===== config.mk =====
export PLATFORM = sky130hd
export DESIGN_NAME = uart_send
export DESIGN_NICKNAME = d
export VERILOG_FILES = /design/src/rtl/uart_send.sv
export SDC_FILE = /design/constraint.sdc
export NUM_CORES = 1
export LEC_CHECK = 0
export ABC_CLOCK_PERIOD_IN_PS = 2100
export BUFFER_PORTS_ARGS = -buffer_cell sky130_fd_sc_hd__buf_2
export CAP_MARGIN = 15
export CORE_ASPECT_RATIO = 1.25
export CORE_UTILIZATION = 40
export DETAILED_ROUTE_END_ITERATION = 10
export GPL_ROUTABILITY_DRIVEN = 0
export SLEW_MARGIN = 20
export SYNTH_ARGS = -nofsm -noshare
export SYNTH_HDL_FRONTEND = slang
export SYNTH_SLANG_ARGS = --single-unit
export TNS_END_PERCENT = 20

===== constraint.sdc =====
create_clock -name clk -period 2.1 [get_ports clk]
set_clock_uncertainty 0.15 [all_clocks]
set_input_delay 0.315 -clock clk [delete_from_list [all_inputs] [get_ports clk]]
set_output_delay 0.315 -clock clk [all_outputs]
set_load 0.05 [all_outputs]

===== src/rtl/uart_send.sv =====
// 8N1 UART transmitter with a one-entry holding register in front of the shifter.
// A one-cycle tx_done pulse marks the end of every stop bit.
module uart_send #(
  parameter int CLKS_PER_BIT = 434
) (
  input  logic       clk,
  input  logic       reset,
  input  logic       tx_we,
  input  logic [7:0] tx_data,
  output logic       tx_ready,
  output logic       tx_busy,
  output logic       txd,
  output logic       tx_done
);

  localparam int BW = $clog2(CLKS_PER_BIT);
  localparam logic [BW-1:0] BAUD_LAST = BW'(CLKS_PER_BIT - 1);

  typedef enum logic [1:0] {IDLE, START, DATA, STOP} state_e;

  state_e        state_q, state_d;
  logic [7:0]    hold_q, hold_d;
  logic          hold_full_q, hold_full_d;
  logic [7:0]    shift_q, shift_d;
  logic [2:0]    bit_cnt_q, bit_cnt_d;
  logic [BW-1:0] baud_q, baud_d;
  logic          txd_q, txd_d;
  logic          tx_done_q, tx_done_d;
  logic          baud_end;
  logic          load;

  // NOTE: every signal written here gets a default first, so no path can infer a latch.
  always_comb begin
    state_d     = state_q;
    hold_d      = hold_q;
    hold_full_d = hold_full_q;
    shift_d     = shift_q;
    bit_cnt_d   = bit_cnt_q;
    tx_done_d   = 1'b0;
    load        = 1'b0;
    baud_end    = (baud_q == BAUD_LAST);

    unique case (state_q)
      IDLE: begin
        if (hold_full_q) begin
          state_d = START;
          load    = 1'b1;
        end
      end
      START: begin
        if (baud_end) begin
          state_d   = DATA;
          bit_cnt_d = 3'd0;
        end
      end
      DATA: begin
        if (baud_end) begin
          shift_d = {1'b0, shift_q[7:1]};
          if (bit_cnt_q == 3'd7) begin
            state_d = STOP;
          end else begin
            bit_cnt_d = bit_cnt_q + 3'd1;
          end
        end
      end
      STOP: begin
        if (baud_end) begin
          tx_done_d = 1'b1;
          // A queued byte starts its frame on the very edge the stop bit ends.
          if (hold_full_q) begin
            state_d = START;
            load    = 1'b1;
          end else begin
            state_d = IDLE;
          end
        end
      end
      default: state_d = IDLE;
    endcase

    if (load) begin
      shift_d     = hold_q;
      hold_full_d = 1'b0;
      bit_cnt_d   = 3'd0;
    end

    // Transfer requires hold_full_q=1, so an accepted write never collides with it.
    if (tx_we && !hold_full_q) begin
      hold_d      = tx_data;
      hold_full_d = 1'b1;
    end

    if (state_d == IDLE || state_d != state_q || baud_end) begin
      baud_d = '0;
    end else begin
      baud_d = baud_q + 1'b1;
    end

    // txd is registered, so it is derived from the state being entered.
    unique case (state_d)
      START:   txd_d = 1'b0;
      DATA:    txd_d = shift_d[0];
      default: txd_d = 1'b1;
    endcase
  end

  // NOTE: sequential state uses non-blocking assignments so every flop samples pre-edge values.
  always_ff @(posedge clk) begin
    if (reset) begin
      state_q     <= IDLE;
      hold_q      <= '0;
      hold_full_q <= 1'b0;
      shift_q     <= '0;
      bit_cnt_q   <= '0;
      baud_q      <= '0;
      txd_q       <= 1'b1;
      tx_done_q   <= 1'b0;
    end else begin
      state_q     <= state_d;
      hold_q      <= hold_d;
      hold_full_q <= hold_full_d;
      shift_q     <= shift_d;
      bit_cnt_q   <= bit_cnt_d;
      baud_q      <= baud_d;
      txd_q       <= txd_d;
      tx_done_q   <= tx_done_d;
    end
  end

  assign tx_ready = ~hold_full_q;
  assign tx_busy  = (state_q != IDLE);
  assign txd      = txd_q;
  assign tx_done  = tx_done_q;

endmodule


* Word level (Yosys, flattened, before mapping)
Index checks and enable logic that the tools add are counted.
** Word-level totals
- Bits of input ports :: 11
- Register bits :: 33
- Output and inout bits :: 4
** Cells by class
- Add/subtract/negate cells :: 2
- Bitwise logic cells :: 2
- Eq/ne operators :: 11
- Muxes and demuxes :: 21
- Reductions and logical operators :: 16
** Operators by type and width (count)
- two-way mux 8 bit :: 3
- two-way mux 2 bit :: 5
- nonzero test 2 bit :: 5
- adder 9 x 1 -> 9 bit (second input constant) :: 1
- equality test 9 bit (second input constant) :: 1
- two-way mux 3 bit :: 3
- one-hot mux 2 bit (4 select lines) :: 1
- equality test 2 bit (second input constant) :: 3
- two-way mux 1 bit :: 6
- inequality test 2 bit (second input constant) :: 3
- one-hot mux 3 bit (2 select lines) :: 1
- OR reduction 2 bit :: 3
- equality test 2 x 1 -> 1 bit (second input constant) :: 2
- zero test 2 bit :: 2
- one-hot mux 1 bit (2 select lines) :: 2
- AND reduction 4 bit :: 1
- adder 3 x 1 -> 3 bit (second input constant) :: 1
- equality test 3 bit (second input constant) :: 1
- logical OR 1 bit :: 2
- inequality test 2 bit :: 1
- NOT 1 bit :: 2
- AND reduction 2 bit :: 1
- logical AND 1 bit :: 1
- zero test 1 bit :: 1

* Depth between registers and ports, before layout
- Depth in word-level cells :: 8
- Mapped depth :: 10
- Mapped depth without buffers :: 7

* Worst setup path before layout
Ideal clock, no wire load.
- Path type :: register to register
- Start point :: reg state_q[1]
- End point :: reg baud_q[2]
- Path slack :: -0.042 ns
- Data arrival time :: 1.863 ns
- Path buffers :: 1
- Cell stages (with the launch flop) :: 9
- Cells stage by stage :: dfxtp_1 -> inv_1 -> ha_1 -> clkbuf_1 -> nand2_1 -> o22ai_1 -> nor3b_4 -> mux2i_4 -> nor3_1
** On the way
- Cells in the longest elaborated chain, start to end :: 7
** Ends and longest elaborated chain
- from (decl) :: line 21 : state_e state_q, state_d;
- from (signal assigned) :: line 119 : state_q <= state_d;
- two-way mux 2 bit :: line 59 : if (bit_cnt_q == 3'd7) begin
- two-way mux 2 bit :: line 57 : if (baud_end) begin
- one-hot mux 2 bit (4 select lines) :: line 43 : unique case (state_q)
- inequality test 2 bit or zero test 2 bit (tied branches) :: line 93 : if (state_d == IDLE || state_d != state_q || baud_end) begin
- logical OR 1 bit * (2 in series) :: line 93
- OR reduction 2 bit (no source line) *
- to (signal assigned) :: line 124 : baud_q <= baud_d;
- to (decl) :: line 26 : logic [BW-1:0] baud_q, baud_d;
Every way passes the cells marked *; elsewhere a longest branch is shown, timed or not.
A chain may end at the register's enable or synchronous reset.

* Final worst setup path
- Start point :: reg bit_cnt_q[0]
- End point :: reg baud_q[0]
** On the way
- Cells in the longest elaborated chain, start to end :: 8
** Ends and longest elaborated chain
- from (decl) :: line 25 : logic [2:0] bit_cnt_q, bit_cnt_d;
- from (signal assigned) :: line 123 : bit_cnt_q <= bit_cnt_d;
- equality test 3 bit * :: line 59
- two-way mux 2 bit * :: line 59
- two-way mux 2 bit * :: line 57
- one-hot mux 2 bit (4 select lines) * :: line 43
- inequality test 2 bit or zero test 2 bit (tied branches) :: line 93
- logical OR 1 bit * (2 in series) :: line 93
- OR reduction 2 bit (no source line) *
Marked as above.

==> results.json <==
{
  "outcome": "complete, no violations",
  "grt_overflow": 0,
  "yosys_register_bits": 33,
  "layout-drive-gt1-share": 0.2900,
  "fin_crit_sh": 0.9774,
  "vias_per_cell": 4.965,
  "drt_pass1_iterations": 4,
  "finalSetupViolCount": 0,
  "grt_first_pass_wirelength_um": 5664,
  "synth-main-ff-cell": "dfxtp_1",
  "start_kind": "flip-flop",
  "p_switching_uw": 417.1,
  "max_stage_delay_ns": 0.33,
  "cp.arrival_ns": 2.06,
  "cts-buffers-inserted": 5,
  "p_leak_uw": 0.0008258,
  "portBuffers": 14,
  "synthCells": 171,
  "hold_viol_final": 0,
  "drv_slew": 0,
  "drt-wirelength-per-cell_um": 13.24,
  "layout_commonest_cell": "dfxtp_1",
  "p_total_uw": 1419,
  "cts_root_buf": "clkbuf_8",
  "cap_viol_max_count": 0,
  "dp_hpwl_um": 2423,
  "ys_seq_area_frac": 0.4077,
  "antenna_found_initial": 0,
  "worst_pin_slew_ns": 0.3958,
  "clock-sinks": 33,
  "synth-edff-count": 0,
  "n_antenna_cell": 0,
  "cts_tree": "yes",
  "h-tree-depth": 2,
  "grt_util_all_layers": 0.1765,
  "core_um2": 3816,
  "wl_um": 3362,
  "peakVddDrop_mv": 0.4058,
  "final_cell_mix": "31 x dfxtp_1, 23 x nor2_1, 15 x nor3_1, 15 x mux2i_1, 15 x buf_4",
  "power_frac_comb": 0.182,
  "crit_type": "flip-flop to flip-flop",
  "path_max_fanout": 4,
  "grt_max_degree": 26,
  "detail-route-antenna-nets": 0,
  "drc": 0,
  "pin_count": 15,
  "synth.yosys.warnings": 0,
  "multi_input_area_um2": 940.9,
  "swShare": 0.2939,
  "critPathCaptureType": "flip-flop",
  "path_clk_slew_ns": 0.07,
  "die_h_um": 73.16,
  "cpLargestDelayFamily": "compound AO/OA/AOI/OAI gates",
  "clock.fmax_mhz": 487.2,
  "clk_latency_ns": 0.29,
  "cp_slowest_cell": "dfxtp_1",
  "rows": 25,
  "synth_cell_type_count": 41,
  "hold_path.class": "input pin to flip-flop",
  "nets": 219,
  "max-slew-margin-rel": 0.7354,
  "rsz0062_at_grt": "true",
  "syn_nets": 191,
  "first_global_vias": 1308,
  "fp.dieArea_um2": 4311,
  "num_vias": 1261,
  "power.density_nw_per_um2": 714.9,
  "path_buf_inv": 0,
  "die_w_um": 58.93,
  "syn_to_final_growth_pct": 22.55,
  "synth_area_um2": 1620,
  "drtIter0Drc": 40,
  "power_frac_seq": 0.485,
  "initial_core_util": 0.4246,
  "fin_crit_ns": 2.053,
  "holdWs_ns": 0.1109,
  "crit_required_ns": 2.11,
  "ys_async_sr_fraction": 0,
  "fillers": 370,
  "power_frac_clock": 0.334,
  "ff_latch_area_um2": 665.6,
  "avgSynthCellArea_um2": 9.475,
  "clk_path_buf_depth": 2,
  "crit_chain": "ha_1 > ha_2 > and3b_1 > o211ai_1 > a41oi_2 > mux2i_2 > nor3_1",
  "power.internal_uw": 1002
}
synthesized netlist by cell type, drive strengths merged (2+ instances only):
library cell,instances,area share
dfxtp,33,0.41
nor2,24,0.056
mux2i,16,0.11
nor3,16,0.049
nand2,10,0.023
ha,9,0.069
nand3,7,0.025
a211oi,6,0.028
clkbuf,6,0.015
inv,6,0.014
buf,4,0.021
xnor2,4,0.022
a21oi,3,0.0093
xor2,3,0.016
a31oi,2,0.0077
nor2b,2,0.0077
nor3b,2,0.016
registers in the layout (all words and copies together) (netlist names):
signal and cells:
state_q 2, hold_full_q 1, bit_cnt_q 3, hold_q 8
tx_done 1, txd 1, shift_q 8, baud_q 9
worst min-delay path, stage by stage:
cell	delay (ns)
buf_2	0.07
mux2i_1	0.05
nor2_1	0.07
cell families after synthesis:
logic type,after synthesis,share of synthesized area
and+or+nand+nor,69,0.2170
buffers and inverters,16,0.04942
DFF,33,0.4077
AOI/OAI and AO/OA,20,0.1050
muxes,17,0.1135
xor gates and xnor gates,7,0.03784
adders and majority gates,9,0.06950
metal layers:
metal	track usage	routed length [um]	vias up
met1	0.1881	1397	586
met4	0.07143	45	0
met2	0.3157	1808	14
met5	0	0	-
met3	0.05674	110	5
li1	-	-	656
through the flow:
stage	cells	worst slack, ns	cell area, um^2	TNS [ns]	util
after floorplan	171	0.003025	1622	0	-
after CTS	253	0.003984	1943	0	0.5092
after detailed placement	244	-0.08546	1827	-0.6837	0.4787
final	254	0.04748	1986	0	0.5203
after global routing	254	-0.02761	1986	-0.1125	0.5203
after global placement	244	-0.05547	1827	-0.4476	0.4787
power by group through the flow:
stage	Combinational [uW]	Clock, uW	Sequential [uW]
floorplan	164	0	703
global placement	233	0	699
detailed placement	239	0	700
CTS	253	486	687
global route	282	515	692
finish	258	474	688
worst paths after layout:
check	end	depth (start not counted)	from	slack, ns
hold reg to reg	shift_q[7]	2	hold_q[7]	0.30
setup / recovery	baud_q[0]	7	bit_cnt_q[0]	0.05
hold / removal	hold_q[7]	3	tx_data[7]	0.11
setup reg to reg	baud_q[0]	7	bit_cnt_q[0]	0.05
what timing repair did:
| item | CTS | global route |
|---|---|---|
| setup buffers | 0 | 1 |
| pin swaps | 2 | 7 |
| gates cloned | 1 | 0 |
| resized for setup | 6 | 10 |
| setup endpoints to repair | 9 | 9 |
| hold buffers | 0 | 0 |
final cells by class:
class | count | share of cell area
timing repair buffer | 30 | 0.1021
inverter | 6 | 0.01134
sequential | 33 | 0.3352
multi-input combinational | 123 | 0.4739
clock inverter | 3 | 0.008822
clock buffer | 5 | 0.03466
tap | 54 | 0.03403
Power figures use the tool's default switching activity.
